--- src/rtl/demux1_to_4_tdm.sv ---
// 1-to-4 demultiplexer with explicit or TDM slot selection.
// Each output channel is a one-entry buffer with valid/ready handshake.
// A saturating stall counter raises a sticky overrun flag when the input
// waits on a full channel for 16 consecutive cycles.
module demux1_to_4_tdm #(
    parameter int unsigned WIDTH = 8
) (
    input  logic             clock,
    input  logic             reset_n,
    input  logic             mode,
    input  logic             s1,
    input  logic             s0,
    input  logic             sync,
    input  logic             in_valid,
    input  logic [WIDTH-1:0] in_data,
    output logic             in_ready,
    output logic [WIDTH-1:0] out0,
    output logic [WIDTH-1:0] out1,
    output logic [WIDTH-1:0] out2,
    output logic [WIDTH-1:0] out3,
    output logic [3:0]       out_valid,
    input  logic [3:0]       out_ready,
    output logic [1:0]       slot,
    output logic             overrun
);

    localparam logic [4:0] StallMax = 5'd31;
    localparam logic [4:0] StallLim = 5'd16;

    logic [WIDTH-1:0] data_q [4];
    logic [WIDTH-1:0] data_d [4];
    logic [3:0]       valid_q, valid_d;
    logic [1:0]       slot_q, slot_d;
    logic [4:0]       stall_q, stall_d;
    logic             overrun_q, overrun_d;

    logic [1:0]       tgt;
    logic             sync_qual;
    logic             accept;
    logic [3:0]       deliver;

    // Channel selection, handshake and acceptance.
    always_comb begin
        // sync only counts on a word that is actually present
        sync_qual = sync & in_valid;
        if (mode) begin
            tgt = sync_qual ? 2'd0 : slot_q;
        end else begin
            tgt = {s1, s0};
        end
        in_ready = ~valid_q[tgt] | out_ready[tgt];
        accept   = in_valid & in_ready;
        deliver  = valid_q & out_ready;
    end

    // Next state of channel buffers, slot counter, stall counter and overrun.
    always_comb begin
        for (int unsigned k = 0; k < 4; k++) begin
            data_d[k]  = data_q[k];
            valid_d[k] = valid_q[k] & ~deliver[k];
            // A load on the delivery edge keeps the channel full with the new word
            if (accept && (tgt == 2'(k))) begin
                data_d[k]  = in_data;
                valid_d[k] = 1'b1;
            end
        end

        slot_d = slot_q;
        if (mode && accept) begin
            slot_d = tgt + 2'd1;
        end

        stall_d = stall_q;
        if (!in_valid || accept) begin
            stall_d = 5'd0;
        end else if (stall_q != StallMax) begin
            stall_d = stall_q + 5'd1;
        end

        overrun_d = overrun_q | (stall_d == StallLim);
    end

    // State registers with asynchronous active-low reset.
    always_ff @(posedge clock or negedge reset_n) begin
        if (!reset_n) begin
            for (int unsigned k = 0; k < 4; k++) begin
                data_q[k] <= '0;
            end
            valid_q   <= 4'b0000;
            slot_q    <= 2'd0;
            stall_q   <= 5'd0;
            overrun_q <= 1'b0;
        end else begin
            for (int unsigned k = 0; k < 4; k++) begin
                data_q[k] <= data_d[k];
            end
            valid_q   <= valid_d;
            slot_q    <= slot_d;
            stall_q   <= stall_d;
            overrun_q <= overrun_d;
        end
    end

    assign out0      = data_q[0];
    assign out1      = data_q[1];
    assign out2      = data_q[2];
    assign out3      = data_q[3];
    assign out_valid = valid_q;
    assign slot      = slot_q;
    assign overrun   = overrun_q;

endmodule

--- config.mk ---
export PLATFORM = sky130hd
export DESIGN_NAME = demux1_to_4_tdm
export DESIGN_NICKNAME = d
export VERILOG_FILES = /design/src/rtl/demux1_to_4_tdm.sv
export SDC_FILE = /design/constraint.sdc
export NUM_CORES = 1
export LEC_CHECK = 0
export ABC_CLOCK_PERIOD_IN_PS = 3400
export CAP_MARGIN = 10
export CORE_AREA = 2 2 66 68
export CTS_CLUSTER_DIAMETER = 100
export DETAILED_ROUTE_END_ITERATION = 8
export DIE_AREA = 0 0 68 70
export PLACE_DENSITY_LB_ADDON = 0.25
export SYNTH_ARGS = -nofsm -noshare
export SYNTH_HDL_FRONTEND = slang
export SYNTH_SLANG_ARGS = --single-unit
--- constraint.sdc ---
create_clock -name clock -period 3.4 [get_ports clock]
set_clock_uncertainty 0.2 [all_clocks]
set_input_delay 0.68 -clock clock [delete_from_list [all_inputs] [get_ports clock]]
set_output_delay 0.68 -clock clock [all_outputs]
set_load 0.01 [all_outputs]
---- Word-level counts from Yosys, hierarchy flattened ----
Cells that the tools add are included.
word-level totals
  register bits ........................... 44
  input port bits ......................... 19
  word-level logic and storage cells ...... 50
cells by class
  add/sub/neg operators ................... 2
  order comparisons ....................... 1
  eq/ne operators ......................... 5
  mux-type cells .......................... 12
  bitwise operators ....................... 14
  reduce and logical (&&, ||, !) cells .... 8
operators with widths
  cell                                                         count
  two-way mux 5 bit                                            2
  bitwise AND 1 bit                                            6
  two-way mux 1 bit                                            6
  adder 5 x 1 -> 5 bit (second input constant)                 1
  equality test 5 bit (second input constant)                  1
  logical AND 1 bit                                            5
  != test 5 bit (second input constant)                        1
  inverter 1 bit                                               5
  bitwise AND 4 bit                                            1
  binary-select mux 1 bit (select 2 bit)                       2
  equality test 2 bit (second input constant)                  2
  two-way mux 2 bit                                            2
  less-than comparator 2 x 3 -> 1 bit (second input constant)  1
  adder 2 x 1 -> 2 bit (second input constant)                 1
  equality test 2 x 1 -> 1 bit (second input constant)         1
  zero test 2 bit                                              1
  OR 1 bit                                                     2
  zero test 1 bit                                              1
  logical OR 1 bit                                             1

---- Depth between registers and ports, before layout ----
Gate-level depths: netlist of the first run.
  depth after elaboration ................. 12
  gate-level depth with buffers ........... 6

---- Least setup slack after synthesis of the first run ----
OpenSTA, ideal clock, no wires.
  path type ............................... in2out
  start ................................... input in_valid
  end ..................................... output in_ready
  arrival ................................. 1.695 ns
  data required time ...................... 2.520 ns
  slack ................................... 0.825 ns
  stages .................................. 5
  path buffers ............................ 0
  cells stage by stage .................... a21boi_0 > a21o_2 > a211oi_2 > nor2_1 > inv_1
between the ends
  longest elaborated chain between the ends .. 7
  elaborated cells between the ends (all ways) .. 9
ends and longest elaborated chain
  what                                     RTL line  RTL
  start, declared                          14        input logic in_valid,
  bitwise AND 1 bit *                      45        sync_qual = sync & in_valid;
  two-way mux 2 bit *                      47        tgt = sync_qual ? 2'd0 : slot_q;
  two-way mux 2 bit *                      46        if (mode) begin
  binary-select mux 1 bit (select 2 bit)   51        in_ready = ~valid_q[tgt] | out_ready[tgt];
  two-way mux 1 bit (not written as such)  51
  inverter 1 bit                           51
  OR 1 bit *                               51
  end, declared                            16        output logic in_ready,
Mark *: on every way between the ends. The rest lies on a longest branch, timed or not. The select of a mux whose other input is x is not followed.

---- Final worst setup path of the first run ----
Ends and elaborated chain as after synthesis.

==> qor.log, run 1 <==
INFO  floorplan      std_cell_rows=24
INFO  yosys          async_reset_ff_share=100.0%
INFO  placement      hpwlAfterDp=3265um
INFO  detailed_routing antenna_violation_net_count_after_detailed_routing=0
INFO  clock_tree     clk-insertion-delay-late=0.29ns
INFO  pwr            static-leakage-power=1.245nW
INFO  clock_tree     postCtsSetupBuffers=0
INFO  floorplan      die_w=68um
INFO  floorplan      pin_count=59
INFO  layout         fillers=301
INFO  sta            final_max_slew_viol_count=0
INFO  worst_setup_path timing.critical_path.to_type=primary output
INFO  worst_setup_path cells_traversed_along_the_worst_timing_path=clkdlybuf4s50_1, a21boi_1, a211oi_1, a211oi_4, nor2_1, inv_1, dlymetal6s2s_1
INFO  sta            final_critical_path_setup_slack=0.3719ns
INFO  yosys          synth-seq-cells=44
INFO  floorplan      initial_standard_cell_utilization_of_the_core=46.86%
INFO  placement      port_buffers=58
INFO  layout         share_of_post_route_cells_with_drive_strength_above_1=30.52%
INFO  global_routing grt_first_pass_wirelength=7210um
INFO  yosys          synthesis.instances=136
INFO  placement      place.gp.congestion=0.8300
INFO  yosys          synth.cell_area=0.001942mm2
INFO  yosys          synth.top_cells.by_count=sky130_fd_sc_hd__dfrtp_1 (44), sky130_fd_sc_hd__mux2_2 (34), sky130_fd_sc_hd__nand2_1 (8), sky130_fd_sc_hd__and3_1 (5), sky130_fd_sc_hd__inv_1 (4)
INFO  yosys          count_of_distinct_cell_types_in_the_synthesized_netlist=35
INFO  sta            max_slew.worst_pin.slew=0.9474ns
INFO  yosys          synth_seq_area_share=56.70%
INFO  clock_tree     cts.htree.levels=2
INFO  run_status     status=finished clean
INFO  sta            period_needed=3.028ns
INFO  sta            final.period_utilization=89.06%
INFO  yosys          primary_ff_master_synth=sky130_fd_sc_hd__dfrtp_1
INFO  layout         nets=234
INFO  sta            setup_repair_after_global_routing_missed_its_margin=false
INFO  yosys          synthDominantCellAreaShare=56.70%
INFO  detailed_routing drtIter0Drc=71
INFO  worst_setup_path setup.worst_path.class=in2out
INFO  layout         post-route-cell-area=0.002763mm2
INFO  global_routing grt_max_degree=45
INFO  placement      dpl.cell_count=257
INFO  sta            slew_headroom=36.84%
INFO  layout         postLayoutCoreUtil=66.67%
INFO  detailed_routing detail_route.wirelength.met1=1844um
INFO  clock_tree     cts_buffer_depth=2
INFO  pwr            power_density_over_the_cells=772.6mW/mm2
INFO  layout         final_cell_count_no_fill=265
INFO  global_routing first_global_vias=1,452
INFO  yosys          yosys_warnings=0
INFO  worst_setup_path crit_slowest_cell=sky130_fd_sc_hd__clkdlybuf4s50_1
INFO  worst_hold_path hold_path_class=reg2reg
INFO  clock_tree     ctsHoldBuffers=0
INFO  placement      preCtsSetupSlack=-0.04966ns
INFO  yosys          synth.most_common_cell=sky130_fd_sc_hd__dfrtp_1
INFO  clock_tree     master_cell_of_the_clock_root_buffer=sky130_fd_sc_hd__clkbuf_8
INFO  yosys          synth_edf_count=0
INFO  worst_setup_path setup.worst_path.start_class=input port
INFO  clock_tree     number_of_buffers_inserted_during_clock_tree_synthesis=5
INFO  detailed_routing dr_wl_met3=256um
INFO  pwr            max-vdd-ir-drop=0.5025mV
INFO  worst_setup_path required=2.52ns
INFO  global_routing grt_util_all_layers=20.57%
INFO  detailed_routing routed-via-count=1,381
INFO  layout         area_growth_syn_to_layout=42.27%
INFO  clock_tree     cts.reportedPaths.clkPinSlew=0.08ns
INFO  global_routing grt_overflow=0
INFO  layout         multi_input_comb_area=817.0um2
INFO  detailed_routing met2_wirelength=2178um
INFO  flow_run       cap_viol_max_count=0
INFO  yosys          synth.top_cells.by_area=sky130_fd_sc_hd__dfrtp_1 (57%), sky130_fd_sc_hd__mux2_2 (20%), sky130_fd_sc_hd__ha_1 (1.9%)
INFO  clock_tree     tritoncts=done
INFO  sta            max_clock_freq=330.2MHz
INFO  detailed_routing routed_via_density=5.211
INFO  detailed_routing top_routing_layer_used=met4
INFO  placement      placement.cell_area=0.002668mm2
INFO  floorplan      core_footprint=0.004144mm2
INFO  worst_setup_path critPathMaxStageDelay=0.51ns
INFO  floorplan      die_area=0.004760mm2
INFO  sta            setup_viols_final=0
INFO  sta            final_hold_viol_count=0
INFO  global_routing number_of_antenna_violations_at_the_first_check_in_global_routing=0
INFO  sta            timing.setup.tns=0ns
INFO  detailed_routing drcViolationCount=0
INFO  yosys          cell_type_contributing_the_most_total_cell_area_after_synthesis=sky130_fd_sc_hd__dfrtp_1
INFO  worst_setup_path worst_ep_arrival_time=2.15ns
INFO  detailed_routing drt_wl_total=4317um
INFO  yosys          syn_avg_cell_area=14.28um2
INFO  detailed_routing dr.pass1.iters=4
INFO  detailed_routing avgRoutedWirePerCell=16.29um
INFO  clock_tree     number_of_sinks_driven_by_the_clock_tree=44
INFO  floorplan      dieHeight=70um
INFO  worst_setup_path critical_path_peak_fanout=3
INFO  layout         sequential_cell_area=0.001101mm2
INFO  layout         n_antenna_cell=0
INFO  yosys          synth.net_count=158
[area by class of cell]
class                           count  share of cell area, %
Multi-Input combinational cell     86                  29.57
Timing Repair Buffer               70                  24.18
Inverter                            5                 0.6793
Tap cell                           52                  2.355
Clock buffer                        5                  2.491
Clock inverter                      3                 0.8605
Sequential cell                    44                  39.86
[repair_timing]
item / CTS / global route
setup endpoints to repair: 1 / 1
gates resized for setup: 1 / 1
cloned: 0 / 0
[metal layers]
layer	vias to the layer above	global-route usage, %
li1	644	-
met1	680	27.36
met2	53	33.12
met3	4	4.992
met4	0	6.000
met5	-	0
[layout by cell type, fill, tap and decap left out, types with 2 or more instances in the layout]
cell type	instances
sky130_fd_sc_hd__o211ai_1	2
sky130_fd_sc_hd__clkinvlp_4	2
sky130_fd_sc_hd__a211oi_1	2
sky130_fd_sc_hd__nand2_1	8
sky130_fd_sc_hd__ha_1	3
sky130_fd_sc_hd__dfrtp_1	44
sky130_fd_sc_hd__mux2_2	34
sky130_fd_sc_hd__and3_1	5
sky130_fd_sc_hd__xor2_1	2
sky130_fd_sc_hd__nand2b_1	3
sky130_fd_sc_hd__o211ai_2	2
sky130_fd_sc_hd__clkbuf_8	5
sky130_fd_sc_hd__nor2b_1	3
sky130_fd_sc_hd__clkdlybuf4s50_1	56
sky130_fd_sc_hd__buf_4	12
sky130_fd_sc_hd__a21oi_1	2
sky130_fd_sc_hd__inv_1	4
[worst max-delay path, delay by kind of cell]
family                 cells  cell delay [ns]
buffers and inverters      3             0.74
AO/OA/AOI/OAI              3             0.60
AND/OR/NAND/NOR            1             0.15
[where the power goes]
part | switching (mW) | internal [mW] | total [mW]
Sequential | 0.125 | 0.736 | 0.861
Combinational | 0.352 | 0.595 | 0.948
Clock | 0.180 | 0.145 | 0.326
[flip-flops by register name, indices dropped and copies added (netlist names)]
name       flops
stall_q        5
out_valid      4
out2           8
out0           8
out3           8
overrun        1
out1           8
slot           2
[logic make-up (layout without fill, tap and decap cells)]
logic type / Yosys count / after routing / share of synthesized area, %
adders and majority gates: 3 / 3 / 1.933
DFF: 44 / 44 / 56.70
AOI/OAI and AO/OA: 17 / 17 / 8.956
xor gates and xnor gates: 3 / 3 / 1.353
buffers and inverters: 6 / 83 / 1.224
muxes: 35 / 35 / 20.23
and+or+nand+nor: 28 / 28 / 9.601
[worst paths after layout]
| path | startpoint | endpoint | slack [ns] | cells past startpoint |
|---|---|---|---|---|
| max | in_valid | in_ready | 0.37 | 7 |
| min | overrun | overrun | 0.28 | 1 |
| max reg2reg | slot[1] | out1[3] | 1.00 | 6 |
| min reg2reg | overrun | overrun | 0.28 | 1 |
| max in group asynchronous | reset_n | out_valid[2] | 2.08 | 1 |
| min in group asynchronous | reset_n | stall_q[0] | 0.33 | 1 |
[metrics by stage]
step           hold WS [ns]  power (mW)
6_report             0.2769       2.134
5_1_grt              0.3048       2.270
4_1_cts              0.2799       2.163
3_5_place_dp         0.2576       1.831
3_3_place_gp         0.2595       1.798
2_1_floorplan        0.1844       1.246
Note: power is estimated with default switching activity, not from simulation.
==> run 2, diff against run 1 <==
--- a/config.mk
+++ b/config.mk
@@ -11,7 +11,8 @@
 export CTS_CLUSTER_DIAMETER = 100
 export DETAILED_ROUTE_END_ITERATION = 8
 export DIE_AREA = 0 0 68 70
-export PLACE_DENSITY_LB_ADDON = 0.25
+export MAX_ROUTING_LAYER = met4
+export PLACE_DENSITY = 0.83
 export SYNTH_ARGS = -nofsm -noshare
 export SYNTH_HDL_FRONTEND = slang
 export SYNTH_SLANG_ARGS = --single-unit
==> run 2 against run 1 <==
Sequential power decreased by 0.5%. Clock-buffer cell count is 2 higher. Wire length increased by 1.0%. Via count is essentially flat. Final cell count grew 0.38%. Highest routed layer unchanged.
==> qor.log, run 2 (synthesis results as in run 1) <==
INFO  worst_hold_path hold_path_class=reg2reg
INFO  clock_tree     number_of_buffers_inserted_during_clock_tree_synthesis=5 [unchanged]
INFO  clock_tree     postCtsSetupBuffers=0 [unchanged]
INFO  worst_setup_path timing.rr.start=slot[1]
INFO  sta            max_slew.worst_pin.slew=0.9395ns [-0.007910 ns]
INFO  global_routing grt_overflow=0 [unchanged]
INFO  detailed_routing drtIter0Drc=66 [-7.0%]
INFO  pwr            seqPwrFrac=39.9% [-0.4 points]
INFO  worst_setup_path critPathMaxStageDelay=0.50ns [about the same]
INFO  worst_setup_path setup.worst_path.start_class=input port
INFO  global_routing number_of_antenna_violations_at_the_first_check_in_global_routing=0 [unchanged]
INFO  clock_tree     tritoncts=done
INFO  clock_tree     cts.htree.levels=2 [unchanged]
INFO  clock_tree     number_of_sinks_driven_by_the_clock_tree=44 [unchanged]
INFO  sta            final_hold_viol_count=0 [unchanged]
INFO  layout         leading_cell_type_in_the_layout_fill_and_taps_excluded=sky130_fd_sc_hd__clkdlybuf4s50_1
INFO  detailed_routing routed_via_density=5.195 [-0.30%]
INFO  placement      hpwlAfterDp=3139um [-3.9%]
INFO  sta            slew_headroom=37.37% [+0.53 points]
INFO  pwr            static-leakage-power=1.254nW [+0.75%]
INFO  sta            final.period_utilization=89.44% [+0.38 points]
INFO  layout         n_antenna_cell=0 [unchanged]
INFO  run_status     status=finished clean
INFO  floorplan      die_area=0.004760mm2 [unchanged]
INFO  worst_setup_path required=2.52ns [about the same]
INFO  worst_setup_path worst_ep_arrival_time=2.16ns [about the same]
INFO  detailed_routing antenna_violation_net_count_after_detailed_routing=0 [unchanged]
INFO  clock_tree     clk-insertion-delay-late=0.28ns [about the same]
INFO  worst_setup_path crit_slowest_cell=sky130_fd_sc_hd__clkdlybuf4s50_1
INFO  pwr            p_switching=649.2uW [-1.3%]
INFO  placement      place.gp.congestion=0.8743 [+5.3%]
INFO  floorplan      initial_standard_cell_utilization_of_the_core=46.86% [unchanged]
INFO  pwr            swShare=30.23% [-0.58 points]
INFO  global_routing grt_util_all_layers=21.35% [+0.78 points]
INFO  detailed_routing routed-via-count=1,382 [+0.072%]
INFO  layout         nets=235 [+0.43%]
INFO  sta            setup_repair_after_global_routing_missed_its_margin=false
INFO  detailed_routing drt_wl_total=4361um [+1.0%]
INFO  floorplan      core_footprint=0.004144mm2 [unchanged]
INFO  floorplan      std_cell_rows=24 [unchanged]
INFO  worst_setup_path setup.worst_path.class=in2out
INFO  worst_setup_path cp.buffers_inverters=5 [+2]
INFO  sta            final_max_slew_viol_count=0 [unchanged]
INFO  sta            max_clock_freq=328.8MHz [-0.42%]
INFO  sta            setup_viols_final=0 [unchanged]
INFO  sta            period_needed=3.041ns [+0.01284 ns]
INFO  worst_setup_path timing.critical_path.to_type=primary output
INFO  worst_setup_path cells_traversed_along_the_worst_timing_path=clkdlybuf4s50_1, buf_4, nand2_1, a31oi_4, buf_4, a211oi_2, nor2_1, inv_1, dlymetal6s2s_1
INFO  pwr            power_density_over_the_cells=774.8mW/mm2 [+0.29%]
INFO  worst_setup_path critical_path_peak_fanout=3 [unchanged]
INFO  layout         post-route-cell-area=0.002771mm2 [+0.32%]
INFO  worst_setup_path crit_path_start=in_valid
INFO  placement      port_buffers=58 [unchanged]
INFO  pwr            max-vdd-ir-drop=0.4590mV [-8.7%]
INFO  worst_setup_path worst_path_dominant_cell_family=buffers and inverters
INFO  worst_hold_path worstHoldStart=overrun
INFO  sta            final_critical_path_setup_slack=0.3591ns [-0.01284 ns]
INFO  pwr            total_power=2.147mW [+0.60%]
INFO  global_routing first_global_vias=1,508 [+3.9%]
INFO  floorplan      pin_count=59 [unchanged]
INFO  placement      preCtsSetupSlack=-0.01120ns [+0.03845 ns]
INFO  layout         final_cell_mix=sky130_fd_sc_hd__clkdlybuf4s50_1 (56), sky130_fd_sc_hd__dfrtp_1 (44), sky130_fd_sc_hd__mux2_2 (34), sky130_fd_sc_hd__buf_4 (13), sky130_fd_sc_hd__nand2_1 (8)
INFO  detailed_routing drcViolationCount=0 [unchanged]
INFO  placement      dpl.cell_count=258 [+0.39%]
INFO  global_routing grt_first_pass_wirelength=7348um [+1.9%]
INFO  layout         share_of_post_route_cells_with_drive_strength_above_1=30.37% [-0.14 points]
INFO  floorplan      dieHeight=70um [unchanged]
INFO  clock_tree     cts_buffer_depth=2 [unchanged]
INFO  global_routing grt_max_degree=45 [unchanged]
INFO  clock_tree     cts.reportedPaths.clkPinSlew=0.08ns [about the same]
INFO  detailed_routing dr.pass1.iters=4 [unchanged]
INFO  sta            timing.setup.tns=0ns [unchanged]
INFO  floorplan      die_w=68um [unchanged]
INFO  pwr            pwr-share-comb=44.8% [+0.4 points]
INFO  layout         area_growth_syn_to_layout=42.72%
INFO  placement      placement.cell_area=0.002675mm2 [+0.28%]
INFO  worst_setup_path critPathMostFrequentCell=sky130_fd_sc_hd__buf_4
INFO  detailed_routing avgRoutedWirePerCell=16.39um [+0.64%]
INFO  clock_tree     master_cell_of_the_clock_root_buffer=sky130_fd_sc_hd__clkbuf_8
INFO  pwr            clock_power_share=15.3% [about the same]
INFO  flow_run       cap_viol_max_count=0 [unchanged]
INFO  layout         final_cell_count_no_fill=266 [+0.38%]
INFO  pwr            p_int=1.498mW [+1.5%]
## run 2: cell count changes in the layout (fill, tap and decap cells not counted)
cell / delta
sky130_fd_sc_hd__buf_4: +1
sky130_fd_sc_hd__clkinv_4: -1
sky130_fd_sc_hd__clkbuf_8: +1
sky130_fd_sc_hd__clkbuf_1: +1
sky130_fd_sc_hd__clkinvlp_4: -1
## run 2: repair_timing
item,4_1_cts,5_1_grt
resized for setup,1,1
hold buffers,0,0
endpoints found under the setup margin,1,1
## run 2: path summary, 6_finish.rpt
| kind | to | slack, ns | cells past startpoint |
|---|---|---|---|
| worst max-delay path | in_ready | 0.36 | 9 |
| worst min-delay path | overrun | 0.29 | 1 |
| worst max register to register | out1[0] | 1.01 | 6 |
| worst min register to register | overrun | 0.29 | 1 |
| max in group asynchronous | out1[2] | 2.09 | 1 |
| min in group asynchronous | overrun | 0.33 | 1 |
## run 2: per-layer routing
layer  part of all wire (%)  global-route usage [%]  wire (um)  vias up
li1                       -                       -          -      644
met1                     43                   27.43       1865      687
met2                     50                   33.44       2201       44
met3                    5.5                   4.992        241        7
met4                    1.2                   6.667         53        0
met5                      0                       -          0        -
## run 2: power by group through the flow
stage / logic, mW / clock network (mW) / registers [mW]
after detailed placement: 0.964 / 0 / 0.863
after global placement: 0.940 / 0 / 0.854
after CTS: 0.974 / 0.341 / 0.859
final: 0.961 / 0.329 / 0.857
after global routing: 1.02 / 0.368 / 0.887
after floorplan: 0.291 / 0 / 0.956
## run 2: final cells by class
type                       count  area [um2]
clock buffer                   7       86.33
fill                         302        1373
multi-input combinational     86       817.0
sequential                    44        1101
clock inverter                 1       7.507
tap                           52       65.06
inverter                       5       18.77
timing repair buffer          71       675.6
## run 2: stage by stage
| stage | utilization, % | hold slack [ns] |
|---|---|---|
| floorplan | - | 0.1844 |
| global placement | 64.55 | 0.2509 |
| detailed placement | 64.55 | 0.2904 |
| CTS | 66.82 | 0.3101 |
| global route | 66.88 | 0.3318 |
| finish | 66.88 | 0.2949 |
## run 2: worst reg2reg max path, cell delays in order (launching register included)
cell and delay [ns]:
sky130_fd_sc_hd__dfrtp_1 0.40, sky130_fd_sc_hd__a21boi_1 0.16, sky130_fd_sc_hd__a211oi_1 0.40, sky130_fd_sc_hd__a211oi_4 0.08
sky130_fd_sc_hd__buf_4 0.17, sky130_fd_sc_hd__o211ai_2 0.47, sky130_fd_sc_hd__mux2_2 0.41
